==> src/rtl/imem_loader.sv <==
// imem_loader: UART program loader that writes little-endian 32-bit words into instruction memory.
// Define LOADER_CSUM_EN to expect and verify a trailing XOR checksum byte.
module imem_loader #(
  parameter int CLKS_PER_BIT = 868,
  parameter int ADDR_W       = 8
) (
  input  logic              clk,
  input  logic              reset,
  input  logic              rx_in,
  output logic              core_hold,
  output logic              wr_en,
  output logic [ADDR_W-1:0] wr_addr,
  output logic [31:0]       wr_data,
  output logic              done,
  output logic              err,
  output logic [15:0]       word_count
);
  localparam int CNT_W = $clog2(CLKS_PER_BIT);
  localparam logic [CNT_W-1:0] HALF_M1 = CNT_W'(CLKS_PER_BIT / 2 - 1);
  localparam logic [CNT_W-1:0] FULL_M1 = CNT_W'(CLKS_PER_BIT - 1);

  typedef enum logic [1:0] {RX_IDLE, RX_START, RX_BITS, RX_STOP} rx_state_t;

  typedef enum logic [2:0] {
    WAIT_SYNC, LEN_LO, LEN_HI, DATA, ERROR
`ifdef LOADER_CSUM_EN
    , CSUM
`endif
  } ld_state_t;

  rx_state_t        r_rx_st, w_rx_nxt;
  logic             r_rx_s1, r_rx_s2, r_rx_s3;
  logic [CNT_W-1:0] r_rx_cnt;
  logic [2:0]       r_bit_idx;
  logic [7:0]       r_rx_shift;
  logic             w_byte_vld, w_frame_err, w_cnt_wrap;

  // RX front end: start-bit qualification at half bit, then full-bit sampling
  always_comb begin
    w_rx_nxt    = r_rx_st;
    w_byte_vld  = 1'b0;
    w_frame_err = 1'b0;
    w_cnt_wrap  = 1'b0;
    case (r_rx_st)
      RX_IDLE:  if (r_rx_s3 && !r_rx_s2) w_rx_nxt = RX_START;
      RX_START: if (r_rx_cnt == HALF_M1) begin
        w_cnt_wrap = 1'b1;
        w_rx_nxt   = r_rx_s2 ? RX_IDLE : RX_BITS;
      end
      RX_BITS:  if (r_rx_cnt == FULL_M1) begin
        w_cnt_wrap = 1'b1;
        if (r_bit_idx == 3'd7) w_rx_nxt = RX_STOP;
      end
      RX_STOP:  if (r_rx_cnt == FULL_M1) begin
        w_cnt_wrap  = 1'b1;
        w_rx_nxt    = RX_IDLE;
        w_byte_vld  = r_rx_s2;
        w_frame_err = !r_rx_s2;
      end
      default:  w_rx_nxt = RX_IDLE;
    endcase
  end

  always_ff @(posedge clk) begin
    if (reset) begin
      r_rx_st   <= RX_IDLE;
      r_rx_s1   <= 1'b1;
      r_rx_s2   <= 1'b1;
      r_rx_s3   <= 1'b1;
      r_rx_cnt  <= '0;
      r_bit_idx <= '0;
    end else begin
      r_rx_st <= w_rx_nxt;
      r_rx_s1 <= rx_in;
      r_rx_s2 <= r_rx_s1;
      r_rx_s3 <= r_rx_s2;
      if (r_rx_st == RX_IDLE || w_cnt_wrap) r_rx_cnt <= '0;
      else                                  r_rx_cnt <= r_rx_cnt + 1'b1;
      if (r_rx_st == RX_START)                  r_bit_idx <= '0;
      else if (r_rx_st == RX_BITS && w_cnt_wrap) r_bit_idx <= r_bit_idx + 1'b1;
    end
  end

  always_ff @(posedge clk) begin
    if (r_rx_st == RX_BITS && w_cnt_wrap) r_rx_shift <= {r_rx_s2, r_rx_shift[7:1]};
  end

  ld_state_t        r_ld_st, w_ld_nxt;
  logic             r_hold, r_err, r_done, r_wr_en;
  logic [ADDR_W-1:0] r_wr_addr;
  logic [31:0]      r_wr_data;
  logic [15:0]      r_wcnt, r_len;
  logic [7:0]       r_len_lo;
  logic [23:0]      r_word;
  logic [1:0]       r_bidx;
  logic [15:0]      w_len;
  logic             w_is_sync, w_too_big, w_last_word, w_start, w_finish, w_fail, w_wr;
`ifdef LOADER_CSUM_EN
  logic [7:0]       r_csum;
`else
  logic             r_fin;
`endif

  assign w_len       = {r_rx_shift, r_len_lo};
  assign w_is_sync   = w_byte_vld && (r_rx_shift == 8'hA5);
  assign w_too_big   = {1'b0, w_len} > (17'd1 << ADDR_W);
  assign w_wr        = (r_ld_st == DATA) && w_byte_vld && (r_bidx == 2'd3);
  assign w_last_word = w_wr && (r_wcnt + 16'd1 == r_len);

  // Loader FSM: next-state only; datapath side effects keyed off transitions
  always_comb begin
    w_ld_nxt = r_ld_st;
    case (r_ld_st)
      WAIT_SYNC, ERROR: if (w_is_sync) w_ld_nxt = LEN_LO;
      LEN_LO: begin
        if (w_frame_err)     w_ld_nxt = ERROR;
        else if (w_byte_vld) w_ld_nxt = LEN_HI;
      end
      LEN_HI: begin
        if (w_frame_err) w_ld_nxt = ERROR;
        else if (w_byte_vld) begin
          if (w_too_big)          w_ld_nxt = ERROR;
          else if (w_len == 16'd0)
`ifdef LOADER_CSUM_EN
            w_ld_nxt = CSUM;
`else
            w_ld_nxt = WAIT_SYNC;
`endif
          else                    w_ld_nxt = DATA;
        end
      end
      DATA: begin
        if (w_frame_err)      w_ld_nxt = ERROR;
`ifdef LOADER_CSUM_EN
        else if (w_last_word) w_ld_nxt = CSUM;
`else
        else if (r_fin)       w_ld_nxt = WAIT_SYNC;
`endif
      end
`ifdef LOADER_CSUM_EN
      CSUM: begin
        if (w_frame_err)     w_ld_nxt = ERROR;
        else if (w_byte_vld) w_ld_nxt = (r_rx_shift == r_csum) ? WAIT_SYNC : ERROR;
      end
`endif
      default: w_ld_nxt = WAIT_SYNC;
    endcase
  end

  assign w_start  = w_is_sync && (r_ld_st == WAIT_SYNC || r_ld_st == ERROR);
  assign w_finish = (r_ld_st != WAIT_SYNC) && (r_ld_st != ERROR) && (w_ld_nxt == WAIT_SYNC);
  assign w_fail   = (r_ld_st != ERROR) && (w_ld_nxt == ERROR);

  always_ff @(posedge clk) begin
    if (reset) r_ld_st <= WAIT_SYNC;
    else       r_ld_st <= w_ld_nxt;
  end

  always_ff @(posedge clk) begin
    if (reset) begin
      r_hold    <= 1'b0;
      r_err     <= 1'b0;
      r_done    <= 1'b0;
      r_wr_en   <= 1'b0;
      r_wr_addr <= '0;
      r_wr_data <= '0;
      r_wcnt    <= '0;
      r_bidx    <= '0;
`ifndef LOADER_CSUM_EN
      r_fin     <= 1'b0;
`endif
    end else begin
      r_done  <= w_finish;
      r_wr_en <= w_wr;
      if (w_start) begin
        r_hold <= 1'b1;
        r_err  <= 1'b0;
        r_wcnt <= '0;
        r_bidx <= '0;
      end
      if (w_finish) r_hold <= 1'b0;
      if (w_fail)   r_err  <= 1'b1;
      if (r_ld_st == DATA && w_byte_vld) r_bidx <= r_bidx + 1'b1;
      if (w_wr) begin
        r_wr_addr <= r_wcnt[ADDR_W-1:0];
        r_wr_data <= {r_rx_shift, r_word};
        r_wcnt    <= r_wcnt + 16'd1;
      end
`ifndef LOADER_CSUM_EN
      // Defers completion one cycle so done follows the final write strobe
      r_fin <= w_last_word;
`endif
    end
  end

  always_ff @(posedge clk) begin
    if (r_ld_st == LEN_LO && w_byte_vld) r_len_lo <= r_rx_shift;
    if (r_ld_st == LEN_HI && w_byte_vld) r_len    <= w_len;
    if (r_ld_st == DATA && w_byte_vld)   r_word   <= {r_rx_shift, r_word[23:8]};
`ifdef LOADER_CSUM_EN
    if (w_start)                         r_csum <= '0;
    else if (r_ld_st == DATA && w_byte_vld) r_csum <= r_csum ^ r_rx_shift;
`endif
  end

  assign core_hold  = r_hold;
  assign wr_en      = r_wr_en;
  assign wr_addr    = r_wr_addr;
  assign wr_data    = r_wr_data;
  assign done       = r_done;
  assign err        = r_err;
  assign word_count = r_wcnt;
endmodule
==> config.mk <==
export PLATFORM = sky130hd
export DESIGN_NAME = imem_loader
export DESIGN_NICKNAME = d
export VERILOG_FILES = /design/src/rtl/imem_loader.sv
export SDC_FILE = /design/constraint.sdc
export NUM_CORES = 1
export LEC_CHECK = 0
export BUFFER_PORTS_ARGS = -buffer_cell sky130_fd_sc_hd__buf_2
export CAP_MARGIN = 0
export CORE_MARGIN = 2
export CORE_UTILIZATION = 58
export DETAILED_ROUTE_END_ITERATION = 8
export PLACE_DENSITY = 0.79
export SYNTH_ARGS = -nofsm -noshare
export SYNTH_HDL_FRONTEND = slang
export SYNTH_SLANG_ARGS = --single-unit
==> constraint.sdc <==
create_clock -name clk -period 2.82 [get_ports clk]
set_input_delay 0.282 -clock clk [delete_from_list [all_inputs] [get_ports clk]]
set_output_delay 0.282 -clock clk [all_outputs]
set_load 0.03 [all_outputs]
== Word-level counts from Yosys, hierarchy flattened ==
Index checks and enable logic that the tools add are counted.

* Equality and inequality tests: 20
* Bitwise logic cells: 0
* Add/subtract/negate cells: 4
* Div/mod/pow operators: 0
* Multiply operators: 0
* $lt $le $gt $ge: 1
* Mux-type cells: 30
* Reduce and logical (&&, ||, !) cells: 29
* Shift-type cells: 0

{| class="wikitable"
|+ Operators by type and width
! operator !! count
|-
| 16-bit two-way mux || 2
|-
| 3-bit two-way mux || 8
|-
| 2-bit two-way mux || 9
|-
| 16-bit by 1-bit adder with 16-bit output, second input constant || 1
|-
| 16-bit equality test || 1
|-
| 16-bit by 9-bit > comparator with 1-bit output, second input constant || 1
|-
| 16-bit logical NOT || 1
|-
| 1-bit logical AND || 12
|-
| 3-bit one-hot mux with 4 select lines || 1
|-
| 10-bit by 1-bit adder with 10-bit output, second input constant || 1
|-
| 10-bit equality test, second input constant || 1
|-
| 10-bit by 9-bit equality test with 1-bit output, second input constant || 1
|-
| 2-bit inequality test, second input constant || 5
|-
| 2-bit OR reduction || 5
|-
| 3-bit equality test, second input constant || 3
|-
| 8-bit equality test, second input constant || 1
|-
| 1-bit two-way mux || 8
|-
| 2-bit one-hot mux with 4 select lines || 1
|-
| 2-bit equality test, second input constant || 3
|-
| 3-bit by 2-bit equality test with 1-bit output, second input constant || 2
|-
| 3-bit logical NOT || 2
|-
| 2-bit nonzero test || 3
|-
| 5-bit AND reduction || 1
|-
| 3-bit by 1-bit adder with 3-bit output, second input constant || 1
|-
| other kinds (9) || 10
|}

* ROM bits: 0
* Bits in registers: 140
* Bits in writable memories: 0
* Latch bits: 0
* Input bits: 3
* Memories kept: 0
* Logic and storage cells: 104

== Logic depth before layout (Yosys ltp) ==
* Depth in word-level cells: 9
* Depth in mapped cells: 9

== Worst setup path after synthesis ==
Ideal clock, no wire load.

* Path kind: register to register
* Start point: reg r_rx_cnt[0]
* End point: reg r_len[0] (enable)
* Cell stages (with the launch flop): 5
* Arrival time: 2.095 ns
* Setup time: 0.409 ns
* Data required time: 2.411 ns
* Buffers on the path: 0
* Period minus slack after synthesis: 2.505 ns
* Setup slack: 0.315 ns
* Cell sequence: dfxtp_1 -> ha_1 -> and4bb_1 -> nand4_1 -> nor3_1

* Cells in the longest elaborated chain, start to end: 4

{| class="wikitable"
|+ RTL lines
! item !! line !! source
|-
| start, declared || 33 || <nowiki>logic [CNT_W-1:0] r_rx_cnt;</nowiki>
|-
| start signal, assigned || 78 || <nowiki>else r_rx_cnt <= r_rx_cnt + 1'b1;</nowiki>
|-
| 10-bit equality test || 54 || <nowiki>RX_STOP: if (r_rx_cnt == FULL_M1) begin</nowiki>
|-
| 1-bit two-way mux || 54 ||
|-
| 1-bit two-way mux || 44 || <nowiki>case (r_rx_st)</nowiki>
|-
| 1-bit logical AND || 198 || <nowiki>if (r_ld_st == LEN_HI && w_byte_vld) r_len <= w_len;</nowiki>
|-
| end signal, assigned || 198 ||
|-
| end, declared || 92 || <nowiki>logic [15:0] r_wcnt, r_len;</nowiki>
|}

No other way between the ends.
A chain may end at the register's enable or synchronous reset.

== Worst setup path in the final report ==
* Start point: reg r_rx_cnt[0]
* End point: reg r_wr_data[24] (netlist: wr_data[24])

* Cells in the longest elaborated chain, start to end: 5

{| class="wikitable"
|+ RTL lines
! item !! line !! source
|-
| 10-bit equality test || 54 ||
|-
| 1-bit two-way mux || 54 ||
|-
| 1-bit two-way mux || 44 ||
|-
| 1-bit logical AND (2 in series) || 107 || <nowiki>assign w_wr = (r_ld_st == DATA) && w_byte_vld && (r_bidx == 2'd3);</nowiki>
|-
| end signal, assigned || 186 || <nowiki>r_wr_data <= {r_rx_shift, r_word};</nowiki>
|-
| end, declared || 91 || <nowiki>logic [31:0] r_wr_data;</nowiki>
|}

No other way between the ends.

==> flow_summary.rst <==
.. list-table::
   :header-rows: 1

   * - Metric
     - Value
   * - Terminus of the critical flop-to-flop path
     - wr_data[24]
   * - Initial antenna violation count
     - 0
   * - Worst min-delay path startpoint
     - reset
   * - Number of storage elements in the synthesis netlist
     - 140
   * - Via density per instance
     - 5.72
   * - Routed length per placed instance
     - 16.4 um
   * - CTS HTree Levels
     - 4
   * - Wire length of the first global-routing pass
     - 20.8 mm
   * - Die width
     - 104 um
   * - Launching element type of the critical path
     - flop
   * - Endpoint of the worst hold-timing path
     - r_bit_idx[1]
   * - Share of the cycle needed by the critical path after routing
     - 88.8%
   * - CTS buffer count
     - 17
   * - Remaining global-route overflow
     - 0
   * - Most used standard cell by instance count after synthesis
     - nand2_1
   * - Area of the die
     - 10,900 um^2
   * - Number of max-slew violations in the final report
     - 0
   * - Final-layout setup total negative slack
     - 0 ns
   * - Required time at the endpoint of the critical path
     - 3.26 ns
   * - Later-pin clock latency in the skew report
     - 0.52 ns
   * - EDFF count, synth
     - 56
   * - Die height
     - 104 um
   * - Critical path class
     - flop to flop
   * - Detail Route Antenna Nets
     - 0
   * - Maximum frequency from static timing analysis
     - 0.400 GHz
   * - Worst hold path stage count
     - 2
   * - Cell types with the largest area share after synthesis
     - dfxtp_1 29%, edfxtp_1 29%, nand2_1 6.6%, a21oi_1 6.0%, nor2_1 2.3%
   * - Data arrival time of the critical path
     - 2.94 ns
   * - Detailed-router iteration count before antenna repair
     - 5
   * - Share of async-settable or async-resettable flops after synthesis
     - 0%
   * - Synthesized area per cell
     - 10.2 um^2
   * - Count of yosys warnings during synthesis
     - 0
   * - GRT Util Overall
     - 23.9%
   * - Total number of clock tree sinks
     - 140
   * - Status
     - finished clean
   * - Cell Area, Synth
     - 5830 um^2
   * - Endpoint kind of the worst setup timing path
     - flop
   * - Cells on worst reg2reg path
     - 7
   * - Power density over the cells
     - 646 nW/um^2
   * - Post-synthesis to final-layout area growth
     - 16.6%
   * - Post-Place Worst Slack
     - 0.347 ns
   * - Number of antenna cells inserted
     - 0
   * - Estimated wirelength of the detail-placed design
     - 8.33 mm
   * - Share of Yosys cell area claimed by the top area cell type
     - 28.9%
   * - Final worst setup slack
     - 0.317 ns
   * - Final setup violation count
     - 0
   * - Deepest clock path buffer count
     - 2
   * - Number of buffers inserted by port buffering
     - 62
   * - Most frequently used flop master after synthesis
     - dfxtp_1
   * - Pin count of the biggest net entering global routing
     - 48
   * - Cell Count, Final, Fillers Out
     - 771
   * - Sequential area share after synthesis
     - 57.7%
   * - Placed Cells incl. Taps
     - 738
   * - Worst reg2reg path startpoint
     - r_rx_cnt[0]
   * - Maximum fanout along the worst path
     - 31
   * - Area leader, netlist
     - dfxtp_1
   * - Layout Nets
     - 634
   * - Row Count
     - 36
   * - Commonest cells post-synth
     - 102 x nand2_1, 84 x dfxtp_1, 70 x a21oi_1
   * - Last weighted congestion value of the routability-driven placer
     - 0.866
   * - Worst-case clock skew
     - 0.00734 ns
   * - DRC violation count after routing
     - 0
   * - CTS tree
     - yes
   * - Post-layout min period
     - 2.50 ns
   * - Iteration-0 DRC Markers
     - 307
   * - CORE AREA
     - 9770 um^2
   * - Clock tree root driver cell
     - clkbuf_8
   * - Unique cell type count in the Yosys netlist
     - 63
   * - Slack of the worst reg-to-reg path
     - 0.32 ns
   * - Maximum capacitance violations
     - 0
   * - Aggregate routed wire length
     - 12.6 mm
   * - RSZ-0062 raised after global routing
     - no
   * - Reg clk slew, reported paths
     - 0.06 ns
   * - Slew at the pin closest to its max-slew limit
     - 0.854 ns
   * - Total number of vias
     - 4,412
   * - Leakage Power
     - 2.52 nW
   * - IO Count
     - 63
   * - Endpoints failing hold
     - 0
   * - Number of nets in the synthesized netlist
     - 579
   * - Relative max-transition margin
     - 43.1%
   * - Cells after synthesis
     - 570
   * - Initial cell density of the core
     - 59.6%
   * - Worst voltage drop across the vdd grid
     - 0.564 mV
   * - Number of global-route vias before repair
     - 4,299
   * - Class of the worst hold path
     - input pin to flop
   * - Layout cell share with drive strength beyond 1
     - 20.2%
-- what timing repair did --
action	in CTS	in global routing
resized for setup	0	0
setup buffers	0	0
hold buffers	1	0
endpoints found under the hold margin	1	0
-- layout make-up --
class | count | area, um^2
fill | 720 | 2980
tap | 133 | 166
multi-input combinational | 388 | 2250
clock inverter | 15 | 186
inverter | 4 | 15.0
timing repair buffer | 74 | 403
sequential | 140 | 3360
clock buffer | 17 | 414
-- how the worst max path moves through the flow --
stage / slack [ns] / end / depth (start not counted) / startpoint
final: 0.32 / wr_data[24] / 7 / r_rx_cnt[0]
after CTS: 0.30 / wr_data[22] / 7 / r_rx_cnt[0]
after global placement: 0.46 / wr_data[23] / 7 / r_rx_cnt[0]
after detailed placement: 0.35 / wr_data[23] / 7 / r_rx_cnt[0]
after floorplan: 0.32 / r_len[0] / 4 / r_rx_cnt[0]
after global routing: 0.11 / wr_data[0] / 7 / r_rx_cnt[0]
-- logic make-up after synthesis --
| logic type | share of synthesized area, % |
|---|---|
| multiplexers | 0.344 |
| AND/OR/NAND/NOR | 19.8 |
| AO/OA/AOI/OAI | 12.7 |
| buffers and inverters | 3.82 |
| XOR/XNOR | 4.36 |
| flip-flops | 57.7 |
| adder cells (fa/ha/maj) | 1.29 |
-- report_power, final --
| group | internal (W) | switching (W) | leakage, nW | total (W) |
|---|---|---|---|---|
| combinational | 0.00000800 | 0.0000226 | 1.05 | 0.0000306 |
| clock | 0.00136 | 0.000896 | 0.289 | 0.00226 |
| sequential | 0.00209 | 0.00000604 | 1.18 | 0.00210 |
-- metrics by stage --
step | total power, W | util, % | area, um^2 | hold WS [ns]
global route | 0.00450 | 69.5 | 6790 | 0.388
floorplan | 0.00216 | - | 5830 | 0.386
global placement | 0.00217 | 63.3 | 6180 | 0.394
detailed placement | 0.00217 | 63.3 | 6180 | 0.403
finish | 0.00439 | 69.5 | 6790 | 0.360
CTS | 0.00441 | 69.5 | 6790 | 0.354
-- worst max-delay path, cell delays in order (launching register included) --
cell	delay [ns]
dfxtp_1	0.40
ha_1	0.22
and4bb_1	0.27
and4_4	0.35
and3_2	0.50
buf_4	0.39
nand2_1	0.11
a21oi_1	0.16
-- layer usage --
metal	up-vias	global-route usage, %	part of all wire [%]
met4	0	8.11	1.6
met2	144	42.2	51
met1	2104	28.9	42
li1	2143	-	-
met3	21	5.26	5.1
met5	-	0	0
-- flip-flops by register name (all words and copies together) (netlist names), 2 cells and up, named ones only --
signal / flops
word_count: 16
r_bidx: 2
r_rx_shift: 8
r_len_lo: 8
wr_data: 32
r_len: 16
r_bit_idx: 3
r_rx_cnt: 10
wr_addr: 8
r_ld_st: 3
r_word: 24
-- layout by cell type (no fill, tap or decap), drive strengths merged, types with 3 or more instances in the layout --
cell	instances
bufinv	3
nor3	6
edfxtp	56
o211ai	3
nor3b	4
clkinv	5
a21oi	71
nor2	36
clkbuf	17
and4	6
or3	4
nand2	102
nand3	20
nor2b	3
dfxtp	84
a31oi	8
or2	5
a211oi	9
nor4	4
nand2b	3
inv	9
xor2	14
ha	6
nand4	8
and3	11
a22oi	6
buf	73
xnor2	15
and2	5
o21ai	13
(Power assumes the default switching activity.)
